### src/rtl/time_keeper.sv
// Real-time clock core: HH:MM:SS.hh in packed BCD, advanced from a CLK_FREQ/100 prescaler,
// with run/stop, validated loading, per-field increment and 12/24-hour display formatting.
module time_keeper #(
    parameter int CLK_FREQ = 50_000_000
) (
    input  logic        CLK,
    input  logic        RESET,
    input  logic        RUN,
    input  logic        MODE_12H,
    input  logic        LOAD,
    input  logic [23:0] LOAD_DATA,
    input  logic        INC,
    input  logic [1:0]  INC_SEL,
    output logic [31:0] TIME_DATA,
    output logic        PM,
    output logic        SEC_TICK,
    output logic        LOAD_ERR
);

    localparam int DIV     = CLK_FREQ / 100;
    localparam int PRESC_W = (DIV > 1) ? $clog2(DIV) : 1;
    localparam logic [PRESC_W-1:0] PRESC_LAST = PRESC_W'(DIV - 1);

    typedef enum logic [1:0] {
        SEL_SEC  = 2'd0,
        SEL_MIN  = 2'd1,
        SEL_HOUR = 2'd2,
        SEL_HUND = 2'd3
    } inc_sel_e;

    logic [7:0]         hour_q, hour_d;
    logic [7:0]         min_q,  min_d;
    logic [7:0]         sec_q,  sec_d;
    logic [7:0]         hund_q, hund_d;
    logic [PRESC_W-1:0] presc_q, presc_d;
    logic               sec_tick_q, sec_tick_d;
    logic               load_err_q, load_err_d;

    logic               presc_wrap;
    logic               load_valid;
    logic [7:0]         hour_disp;
    inc_sel_e           inc_field;

    // Increment a two-digit BCD value, wrapping to 00 once it has reached lim.
    function automatic logic [7:0] bcd_inc(input logic [7:0] v, input logic [7:0] lim);
        logic [7:0] r;
        if (v == lim) begin
            r = 8'h00;
        end else if (v[3:0] == 4'd9) begin
            r = {v[7:4] + 4'd1, 4'd0};
        end else begin
            r = {v[7:4], v[3:0] + 4'd1};
        end
        return r;
    endfunction

    function automatic logic bcd_ok(input logic [7:0] v, input logic [7:0] lim);
        return (v[7:4] <= 4'd9) && (v[3:0] <= 4'd9) && (v <= lim);
    endfunction

    assign presc_wrap = RUN && (presc_q == PRESC_LAST);
    assign load_valid = bcd_ok(LOAD_DATA[23:16], 8'h23) &&
                        bcd_ok(LOAD_DATA[15:8],  8'h59) &&
                        bcd_ok(LOAD_DATA[7:0],   8'h59);
    assign inc_field  = inc_sel_e'(INC_SEL);

    always_comb begin
        hour_d     = hour_q;
        min_d      = min_q;
        sec_d      = sec_q;
        hund_d     = hund_q;
        sec_tick_d = 1'b0;
        load_err_d = 1'b0;

        if (!RUN) begin
            presc_d = presc_q;
        end else if (presc_wrap) begin
            presc_d = '0;
        end else begin
            presc_d = presc_q + 1'b1;
        end

        // Strobes win over the tick; a tick landing on a strobe cycle is simply dropped.
        if (LOAD) begin
            if (load_valid) begin
                hour_d  = LOAD_DATA[23:16];
                min_d   = LOAD_DATA[15:8];
                sec_d   = LOAD_DATA[7:0];
                hund_d  = 8'h00;
                presc_d = '0;
            end else begin
                load_err_d = 1'b1;
            end
        end else if (INC) begin
            case (inc_field)
                SEL_SEC:  sec_d  = bcd_inc(sec_q,  8'h59);
                SEL_MIN:  min_d  = bcd_inc(min_q,  8'h59);
                SEL_HOUR: hour_d = bcd_inc(hour_q, 8'h23);
                SEL_HUND: begin
                    hund_d  = 8'h00;
                    presc_d = '0;
                end
                default: ;
            endcase
        end else if (presc_wrap) begin
            hund_d = bcd_inc(hund_q, 8'h99);
            if (hund_q == 8'h99) begin
                sec_d      = bcd_inc(sec_q, 8'h59);
                sec_tick_d = 1'b1;
                if (sec_q == 8'h59) begin
                    min_d = bcd_inc(min_q, 8'h59);
                    if (min_q == 8'h59) begin
                        hour_d = bcd_inc(hour_q, 8'h23);
                    end
                end
            end
        end
    end

    always_ff @(posedge CLK or negedge RESET) begin
        if (!RESET) begin
            hour_q     <= 8'h00;
            min_q      <= 8'h00;
            sec_q      <= 8'h00;
            hund_q     <= 8'h00;
            presc_q    <= '0;
            sec_tick_q <= 1'b0;
            load_err_q <= 1'b0;
        end else begin
            hour_q     <= hour_d;
            min_q      <= min_d;
            sec_q      <= sec_d;
            hund_q     <= hund_d;
            presc_q    <= presc_d;
            sec_tick_q <= sec_tick_d;
            load_err_q <= load_err_d;
        end
    end

    // 12-hour display: 00 shows as 12, 13..23 drop by twelve while staying in BCD.
    always_comb begin
        hour_disp = hour_q;
        if (MODE_12H) begin
            case (hour_q)
                8'h00:   hour_disp = 8'h12;
                8'h13:   hour_disp = 8'h01;
                8'h14:   hour_disp = 8'h02;
                8'h15:   hour_disp = 8'h03;
                8'h16:   hour_disp = 8'h04;
                8'h17:   hour_disp = 8'h05;
                8'h18:   hour_disp = 8'h06;
                8'h19:   hour_disp = 8'h07;
                8'h20:   hour_disp = 8'h08;
                8'h21:   hour_disp = 8'h09;
                8'h22:   hour_disp = 8'h10;
                8'h23:   hour_disp = 8'h11;
                default: hour_disp = hour_q;
            endcase
        end
    end

    assign TIME_DATA = {hour_disp, min_q, sec_q, hund_q};
    assign PM        = MODE_12H && (hour_q >= 8'h12);
    assign SEC_TICK  = sec_tick_q;
    assign LOAD_ERR  = load_err_q;

endmodule

### config.mk
export PLATFORM = sky130hd
export DESIGN_NAME = time_keeper
export DESIGN_NICKNAME = d
export VERILOG_FILES = /design/src/rtl/time_keeper.sv
export SDC_FILE = /design/constraint.sdc
export NUM_CORES = 1
export LEC_CHECK = 0
export ABC_AREA = 1
export ABC_CLOCK_PERIOD_IN_PS = 1890
export BUFFER_PORTS_ARGS = -buffer_cell sky130_fd_sc_hd__buf_2
export CAP_MARGIN = 15
export CORE_MARGIN = 5
export CORE_UTILIZATION = 57
export DETAILED_ROUTE_END_ITERATION = 10
export GPL_TIMING_DRIVEN = 0
export PLACE_DENSITY = 0.8
export SETUP_SLACK_MARGIN = 0.05
export SLEW_MARGIN = 0
export SYNTH_ARGS = -nofsm -noshare
export SYNTH_HDL_FRONTEND = slang
export SYNTH_SLANG_ARGS = --single-unit
### constraint.sdc
create_clock -name CLK -period 1.89 [get_ports CLK]
set_input_delay 0.378 -clock CLK [delete_from_list [all_inputs] [get_ports CLK]]
set_output_delay 0.378 -clock CLK [all_outputs]
set_load 0.1 [all_outputs]
==> summary.md <==
| Metric | Value |
|---|---|
| Status | `complete, but fails checks` |
| Violated checks | `negative setup slack` |
| Top Metal Used | `met4` |
| Final WL | `10200 um` |
| Netlist Area Pre-Place | `3760 um^2` |
| Max-cap violations | `0` |
| CTS tree | `yes` |
| Post-Syn Instances | `546` |
| RR Startpoint | `hund_q[1]$_DFFE_PN0P_` |
| Syn Area/Cell | `6.89 um^2` |
| Ys async rst share | `1.00` |
| Max VDD drop | `1.39 mV` |
| DRC | `0` |
| Share of cells above drive strength 1 | `0.303` |
| Via/cell ratio | `5.53` |
| Worst-margin pin slew | `0.507 ns` |
| Remaining antenna violation count | `0` |
| Synth warnings | `0` |
| Hold Vio Cnt, Final | `0` |
| Finished Cell Area | `4880 um^2` |
| Global Route Usage Sum | `0.233` |
| Slew Limit Headroom | `0.659` |
| Final Wtd Congestion | `0.935` |
| FF+latch count, synth | `53` |
| CP endpoint kind | `primary output` |
| CTS root buffer | `clkbuf_8` |
| Synth Net Count | `591` |
| Clk_lat worst skew | `0.32 ns` |
| Hold path depth | `4` |
| Clock Path Buffers | `2` |
| Ant diodes | `0` |
| Period utilization | `1.20` |
| CTS clk-pin slew, worst paths | `0.11 ns` |
| FF/Latch Area | `1370 um^2` |
| Synth cell types | `38` |
| Wire length on met3 | `559 um` |
| Row cnt | `29` |
| # setup viols final | `6` |
| Die X | `91.2 um` |
| Area growth from synthesis to layout | `29.7%` |
| Synth top area share | `0.353` |
| Hold path start | `RUN` |
| First-pass GRT wire length | `16400 um` |
| Die Span Y | `91.2 um` |
| Initial antenna violation count | `0` |
| Top post-synthesis cells by area | `dfrtp_1, nand2_1, nor2_1` |
| CP Launch Point | `hour_q[5]$_DFFE_PN0P_` |
| Clock Skews | `0.0110 ns` |
| Largest fanout on the critical path | `5` |
| LEAKAGE | `2.39 nW` |
| Vias in the first global route | `3563` |
| Final HPWL DP | `7270 um` |
| Fin nets | `680` |
| Top FF cell, synth | `dfrtp_1` |
| Final worst path period need | `2.27 ns` |
| Post-synthesis sequential area ratio | `0.353` |
| Reg2reg path depth | `11` |
| Hold_ws | `0.367 ns` |
| RR Endpoint | `sec_q[1]$_DFFE_PN0P_` |
| I/O Buffers | `64` |
| Setup ws final | `-0.376 ns` |
| FMAX | `0.441 GHz` |
| Max H-tree Level | `2` |
| WP data required | `1.51 ns` |
| CORE AREA | `6390 um^2` |
| Post-synth top area cell | `dfrtp_1` |
| Drt pass-1 iters | `5` |
| Final TNS setup | `-1.90 ns` |
| Total number of vias | `3945` |
| Crit start category | `register` |
| R2R Setup Slk | `0.05 ns` |
| Pin count of the biggest net entering global routing | `54` |
| PD cells | `991 nW/um^2` |
| Crit path kind | `reg2out` |
| Pre-CTS WS | `-0.445 ns` |
| CTS Sinks | `53` |
| 1st-iter DRT viols | `182` |
| Cell area after placement | `4340 um^2` |
| WL/cell | `14.4 um` |
| Num CTS Buffers | `5` |
| Slew Viols, Final | `0` |
| Crit path DAT | `1.89 ns` |
| Number of flops mapped to enable cells by yosys | `0` |
| Multi-input gate area | `2410 um^2` |
| Overflow after GRT | `0` |
| Starting Density | `0.589` |
| Hold Crit Endpoint | `presc_q[0]$_DFF_PN0_` |
| Die area | `8330 um^2` |
| Worst Hold Class | `in2reg` |
| RSZ-0062 raised after global routing | `yes` |
| Post-Route Utilization | `0.764` |
| Filler cells | `513` |
| DR WL met2 | `5130 um` |
| Ports | `67` |
| Metal-1 WL | `4360 um` |
layer usage:
layer,vias to the layer above,GRT usage
li1,1934,-
met1,1849,0.315
met2,143,0.386
met3,19,0.0355
met4,0,0.0672
met5,-,0
synth_stat cells (2+ instances only):
library cell,number
nand2_1,161
nor2_1,64
inv_1,62
dfrtp_1,53
nand3_1,46
o21ai_0,37
nand4_1,20
xor2_1,14
ha_1,13
a21oi_1,9
nor3_1,9
nor2_2,7
xnor2_1,7
clkbuf_1,5
o21ai_1,5
inv_2,4
buf_2,3
nor2_8,3
nand2_2,2
o211ai_1,2
o21ai_2,2
o22ai_1,2
critical path, stage by stage, from the launching register on:
cell     delay (ns)
dfrtp_2        0.42
inv_4          0.06
ha_4           0.16
inv_2          0.06
nor2_4         0.04
nand2_1        0.11
nand3_2        0.08
nand2_2        0.08
nand2_4        0.08
buf_12         0.14
o21ai_4        0.14
buf_12         0.19
sequential cells by signal (all words and copies together) (netlist names):
| name | cells |
|---|---|
| hund_q | 8 |
| SEC_TICK | 1 |
| sec_q | 8 |
| LOAD_ERR | 1 |
| hour_q | 8 |
| min_q | 8 |
| presc_q | 19 |
metrics by stage:
stage	total power (W)	instances
after floorplan	0.00322	546
after global placement	0.00358	687
after detailed placement	0.00362	687
after CTS	0.00472	704
after global routing	0.00506	713
final	0.00484	713
layout make-up:
cell class / instances / share of cell area
clock buffer: 5 / 0.0141
sequential: 53 / 0.281
inverter: 67 / 0.0541
timing repair buffer: 82 / 0.118
multi-input combinational: 416 / 0.494
tap: 77 / 0.0197
buffer: 10 / 0.00923
clock inverter: 3 / 0.00974
where the power goes:
part	internal [W]	switching (W)	total [W]
combinational	0.000704	0.00180	0.00251
clock	0.000405	0.000427	0.000832
sequential	0.00129	0.000213	0.00150
total	0.00240	0.00244	0.00484
cells in the final DEF (no fill, tap or decap), drive strengths merged, types with 2 or more instances in the layout:
cell and count:
a21oi 9, buf 86, clkbuf 10, dfrtp 53
ha 13, inv 67, nand2 165, nand3 47
nand3b 2, nand4 20, nor2 75, nor3 10
o211ai 2, o21ai 44, o22ai 2, xnor2 7
xor2 14
cells by family (layout without fill, tap and decap cells):
group	count (synthesis)	in the layout	share of synthesized area
buf+inv	77	167	0.0791
xor+xnor	21	21	0.0489
compound gates	60	60	0.0858
simple gates	322	322	0.390
fa+ha+maj	13	13	0.0432
flops	53	53	0.353
timing repair:
item	4_1_cts	5_1_grt
setup buffers	9	7
resized for setup	36	34
hold buffers	0	1
endpoints found under the setup margin	16	48
endpoints found under the hold margin	0	12
pin swaps	8	19
worst max-delay path by stage:
stage	endpoint	slack, ns	cells after the start
floorplan	TIME_DATA[25]	-0.14	9
global placement	TIME_DATA[28]	-0.40	11
detailed placement	TIME_DATA[28]	-0.44	11
CTS	TIME_DATA[25]	-0.34	11
global route	TIME_DATA[25]	-0.44	10
finish	TIME_DATA[27]	-0.38	11
Power figures use the tool's default switching activity.
